--- config.mk ---
export PLATFORM = sky130hd
export DESIGN_NAME = m_ifetch
export DESIGN_NICKNAME = d
export VERILOG_FILES = /design/src/rtl/m_ifetch.sv
export SDC_FILE = /design/constraint.sdc
export NUM_CORES = 1
export LEC_CHECK = 0
export ABC_CLOCK_PERIOD_IN_PS = 3100
export CAP_MARGIN = 20
export CORE_UTILIZATION = 46
export DETAILED_ROUTE_END_ITERATION = 10
export PLACE_DENSITY = 0.83
export SLEW_MARGIN = 15
export SYNTH_ARGS = -nofsm -noshare
export SYNTH_HDL_FRONTEND = slang
export SYNTH_SLANG_ARGS = --single-unit
--- constraint.sdc ---
create_clock -name w_clk -period 3.1 [get_ports w_clk]
set_clock_uncertainty 0.05 [all_clocks]
set_input_delay 0.62 -clock w_clk [delete_from_list [all_inputs] [get_ports w_clk]]
set_output_delay 0.62 -clock w_clk [all_outputs]
set_load 0.01 [all_outputs]
--- src/rtl/m_ifetch.sv ---
// m_ifetch: instruction fetch with a 2-deep {pc, ir} queue, one in-flight memory read and a RUN/HALT FSM.
// Define IFETCH_PERF_EN to build the transfer/redirect performance counters.
module m_ifetch (
    input  logic        w_clk,
    input  logic        w_rst,
    input  logic        w_redirect,
    input  logic [31:0] w_tpc,
    output logic [10:0] w_imem_addr,
    input  logic [31:0] w_imem_rdata,
    input  logic        w_dec_ready,
    output logic        r_dec_valid,
    output logic [31:0] r_dec_ir,
    output logic [31:0] r_dec_pc,
    output logic        r_halted,
    output logic [31:0] r_fetch_cnt,
    output logic [31:0] r_flush_cnt
);
    localparam logic [31:0] HALT_IR = 32'h1000ffff;
    typedef enum logic {RUN, HALT} state_t;
    state_t state, state_nx;
    logic [31:0] r_pc, fl_pc;
    logic        fl_v;
    logic [31:0] q_pc [2];
    logic [31:0] q_ir [2];
    logic [1:0]  q_cnt, pend;
    logic [10:0] addr_q;
    logic        pop, push, issue, slot;
    always_comb begin
        pop      = r_dec_valid && w_dec_ready;
        push     = fl_v && state == RUN;
        pend     = q_cnt + {1'b0, fl_v} - {1'b0, pop};
        issue    = state == RUN && !w_redirect && pend < 2'd2;
        slot     = q_cnt[0] ^ pop;
        state_nx = w_redirect ? RUN : (pop && q_ir[0] == HALT_IR) ? HALT : state;
    end
    assign r_dec_valid = q_cnt != 2'd0 && state == RUN;
    assign r_dec_ir    = q_ir[0];
    assign r_dec_pc    = q_pc[0];
    assign r_halted    = state == HALT;
    assign w_imem_addr = issue ? r_pc[12:2] : addr_q;
    always_ff @(posedge w_clk)
        state <= w_rst ? RUN : state_nx;
    // Redirect outranks pop/push; in HALT the issue and push paths are both idle.
    always_ff @(posedge w_clk) begin
        if (w_rst) begin
            r_pc    <= '0;
            fl_pc   <= '0;
            fl_v    <= 1'b0;
            q_cnt   <= '0;
            addr_q  <= '0;
            q_pc[0] <= '0;
            q_pc[1] <= '0;
            q_ir[0] <= '0;
            q_ir[1] <= '0;
        end else if (w_redirect) begin
            r_pc  <= w_tpc & ~32'd3;
            fl_v  <= 1'b0;
            q_cnt <= '0;
        end else begin
            fl_v <= issue;
            if (issue) begin
                fl_pc  <= r_pc;
                r_pc   <= r_pc + 32'd4;
                addr_q <= r_pc[12:2];
            end
            if (pop) begin
                q_pc[0] <= q_pc[1];
                q_ir[0] <= q_ir[1];
            end
            if (push) begin
                q_pc[slot] <= fl_pc;
                q_ir[slot] <= w_imem_rdata;
            end
            q_cnt <= q_cnt + {1'b0, push} - {1'b0, pop};
        end
    end
`ifdef IFETCH_PERF_EN
    always_ff @(posedge w_clk) begin
        if (w_rst) begin
            r_fetch_cnt <= '0;
            r_flush_cnt <= '0;
        end else begin
            if (pop) r_fetch_cnt <= r_fetch_cnt + 32'd1;
            if (w_redirect) r_flush_cnt <= r_flush_cnt + 32'd1;
        end
    end
`else
    assign r_fetch_cnt = '0;
    assign r_flush_cnt = '0;
`endif
endmodule

# Word level (Yosys, flattened, before mapping)
# Memory sizes are Yosys's and may differ from the RTL's.
# Cells that the tools add are included.
# classes
add_sub_neg,5
mul,0
n_div,0
magnitude_cmp,1
n_eq_ne,1
shifts,0
muxes,21
bitwise_logic,5
reduce_logical,13
# ops
op,n
$mux W32,6
$reduce_or A32 Y1,2
$add A32 B3 Y32 const B,1
$eq A32 B29 Y1 const B,1
$mux W1,14
$mux W11,1
$logic_and A1 B1 Y1,6
$add A2 B1 Y2,2
$reduce_bool A2 Y1,2
$sub A2 B1 Y2,2
$lt A2 B2 Y1 const B,1
$not A1 Y1,2
$or A1 B1 Y1,2
$reduce_and A2 Y1,1
$reduce_or A2 Y1,1
$logic_not A1 Y1,1
$xor A1 B1 Y1,1
# totals
regBits,79
latch_bits,0
mem_bits_rw,128
mem_bits_ro,0
input_bits,68
output_inout_bits,141
elab_cells,55
n_memories,2
# mem_list
memory,words,width,rd,rd_ports_with_merged_regs,wr,line,text
q_ir,2,32,2,0,2,24,logic [31:0] q_ir [2];
q_pc,2,32,2,0,2,23,logic [31:0] q_pc [2];

# Longest topological paths before layout
# depth
word_depth,8
ltp_mapped,8
depth_no_buf,7

# Worst setup path before layout
# No wires, ideal clock.
# synth_timing
kind,input -> register
startpoint,input w_rst
endpoint,"memory q_ir[0][0], enable pin"
setup_time_ns,0.421
t_arrival_ns,2.707
required_time_ns,2.629
setup_slack_ns,-0.079
path_stages,5
path_buffers,2
cell_sequence,clkbuf_1 nor3_1 nand3_1 clkbuf_1 nand2_1
# synth_lines
item,line,text
from (decl),5,"input logic w_rst,"
to (decl),24,

# Worst setup path after layout
# layout_timing
startpoint,input w_dec_ready
endpoint,output w_imem_addr[8]
# layout_via
elab_chain_len,5
# layout_rtl
item,line,text
from (decl),10,"input logic w_dec_ready,"
$logic_and A1 B1 Y1,29,pop = r_dec_valid && w_dec_ready;
$sub A2 B1 Y2,31,"pend = q_cnt + {1'b0, fl_v} - {1'b0, pop};"
$lt A2 B2 Y1,32,issue = state == RUN && !w_redirect && pend < 2'd2;
$logic_and A1 B1 Y1,32,
$mux W11,n/a,
to (decl),8,"output logic [10:0] w_imem_addr,"
# Every way passes these cells.

==> flow_summary.toml <==
[clock_tree]
clkTransAtPathRegs_ns = 0.06
clock_path_buffers = 2
htree_levels = 4
ctsHoldBuffers = 0
clock_sinks = 199
numCtsBuffers = 17
cts_tree = "yes"
clkLatencyLatePin_ns = 0.42
root_buffer = "clkbuf_16"

[layout]
fin_util_pct = 58.0
finalInstanceArea_sq_um = 11300
drive_gt1_share_pct = 7.12
area_growth_syn_to_layout_pct = 23.9
diodes = 0
final_nets = 1124

[detailed_routing]
detail-route-antenna-nets = 0
drc = 0
drt_iter0_markers = 362
routed_wirelength_mm = 19.5
vias_per_cell = 5.04
drt-pass1-iter-count = 5
wl_per_cell_microns = 14.6
num_vias = 6716

[synthesis]
ys_types = 56
netlist.area_leader.share_pct = 40.9
post_synth.cell_area_avg_sq_um = 9.94
synth-async-reset-ratio_pct = 0
synth_flop_cell = "edfxtp_1"
synth_edf_count = 124
synth-seq-cells = 199
synth.most_common_cell = "edfxtp_1"
synth_cells = 917
ys_seq_area_share_pct = 57.3
synth_area_sq_um = 9110
yosys-top-cells-count = "124 x edfxtp_1, 110 x nand2_1, 75 x dfxtp_1"
post-synth-top-area-cell = "edfxtp_1"
yosysWarnings = 0
synth_area_leaders = "edfxtp_1 41%, dfxtp_1 16%, buf_4 5.4%"

[timing]
fin_crit_ns = 2.95
fmax_mhz = 339
max_slew_margin_pct = 63.3
tightest_slew_ns = 0.542
whs_ns = 0.417
post-route-period-util_pct = 95.1
rsz0062_at_grt = "no"
setup_viol = 0
slew_violations = 0
hold_viol_final = 0

[run_status]
status = "completed"

[global_route]
grt_max_degree = 87
overflow = 0
grt.total_usage_pct = 19.2
grt_antenna_before_repair = 0
grt_pass1_wl_mm = 30.5
first_global_vias = 6083

[power]
vdd_ir_drop_max_uv = 403
fin_total_pwr_mw = 5.65
p_leak_nw = 4.24
powerDensity_nw_per_um2 = 501

[worst_setup_path]
cp-end-kind = "output pin"
crit_path_start_kind = "input pin"
arrival_ns = 2.28
slowest_stage = "or3_4"
cpPeakStageDelay_ns = 0.36
required_ns = 2.43
critPathKind = "input pin to output pin"
path_buf_inv = 3
path_cells = "dlygate4sd2_1 -> nor4bb_2 -> or3_4 -> or2_4 -> buf_4 -> nand2_1 -> nand2_1 -> dlygate4sd2_1"
critPathMaxFanout = 8
crit_family = "simple AND/OR/NAND/NOR gates"

[floorplanning]
num_io_pins = 209
die_y_microns = 143
fp.dieW_microns = 143
row_count = 51
fp.dieArea_sq_um = 20400
start_util_pct = 46.8
coreArea_sq_um = 19500

[place]
hpwl_mm = 13.4
gp_congestion = 0.856
io_buffers = 140
place_area_sq_um = 10700

[run]
drv_cap = 0

[min_path]
min_path_type = "flop to flop"
[path summary, 6_finish.rpt]
kind	slack, ns	startpoint	to	cells after the start
setup / recovery	0.15	w_dec_ready	w_imem_addr[8]	8
hold / removal	0.42	addr_q[7]$_SDFFE_PP0N_	addr_q[7]$_SDFFE_PP0N_	2
setup reg to reg	0.68	q_cnt[0]$_SDFF_PP0_	r_pc[18]$_SDFFE_PP0P_	7
hold reg to reg	0.42	addr_q[7]$_SDFFE_PP0N_	addr_q[7]$_SDFFE_PP0N_	2
[kinds of logic after synthesis]
kind of cell / share of synthesized area [%]
and+or+nand+nor: 19.5
DFF: 57.3
buffers and inverters: 10.7
AOI/OAI and AO/OA: 10.4
xor gates and xnor gates: 1.35
muxes: 0.330
adders and majority gates: 0.275
other: 0.0412
[worst min-delay path, stage by stage (launching register included)]
cell     delay, ns
dfxtp_1       0.30
nand2_1       0.06
a21oi_1       0.06
[sequential cells by signal, summed over array words and instances, names as in the netlist]
register and flops:
q_ir 64, q_pc 60, fl_pc 30, r_pc 30, addr_q 11, q_cnt 2
fl_v 1, r_halted 1
[per-stage QoR]
stage | setup slack [ns] | cells | setup TNS, ns
floorplan | 0.421 | 982 | 0
global placement | -0.247 | 1296 | -2.45
detailed placement | -0.316 | 1296 | -3.21
CTS | 0.0424 | 1330 | 0
global route | 0.00824 | 1332 | 0
finish | 0.153 | 1332 | 0
[layout by cell type, fill, tap and decap left out, types with 4 or more instances in the layout]
cell	instances
nand3_1	73
nor4_1	10
buf_4	30
or4_1	10
a31oi_1	14
or3_1	4
clkbuf_16	17
a311oi_1	4
edfxtp_1	124
xnor2_1	9
and2_1	66
dfxtp_1	75
xor2_1	5
inv_1	67
nand4_1	12
buf_12	5
nor2_1	20
clkdlybuf4s50_1	126
nor3_1	8
a21oi_1	45
dlygate4sd2_1	12
o21ai_0	67
nand2_1	109
a211oi_1	11
conb_1	66
and3_1	7
[layer usage]
| layer | global-route usage, % | part of all wire (%) | vias to the layer above |
|---|---|---|---|
| met4 | 7.02 | 1.4 | 0 |
| met1 | 24.5 | 44 | 3135 |
| met2 | 32.8 | 49 | 210 |
| li1 | - | - | 3349 |
| met5 | 0 | 0 | - |
| met3 | 3.35 | 5.7 | 22 |
[report_power, final]
group | total, mW | leakage [nW] | switching (mW) | internal (mW)
logic | 0.548 | 2.06 | 0.291 | 0.257
registers | 3.02 | 1.90 | 0.0831 | 2.93
clock network | 2.08 | 0.273 | 0.933 | 1.15
[timing repair]
item                       CTS  global route
setup endpoints to repair   11             4
gates resized for setup     15             1
buffers inserted             2             2
pin swaps                    0             2
[area by class of cell]
type / instances / area, sq um
inverters: 68 / 255
clock buffers: 21 / 460
clock inverters: 11 / 97.6
well taps: 265 / 332
repair buffers: 176 / 1720
flip-flops and latches: 199 / 5230
multi-input cells: 592 / 3200
fillers: 1646 / 8180
(Power assumes the default switching activity.)
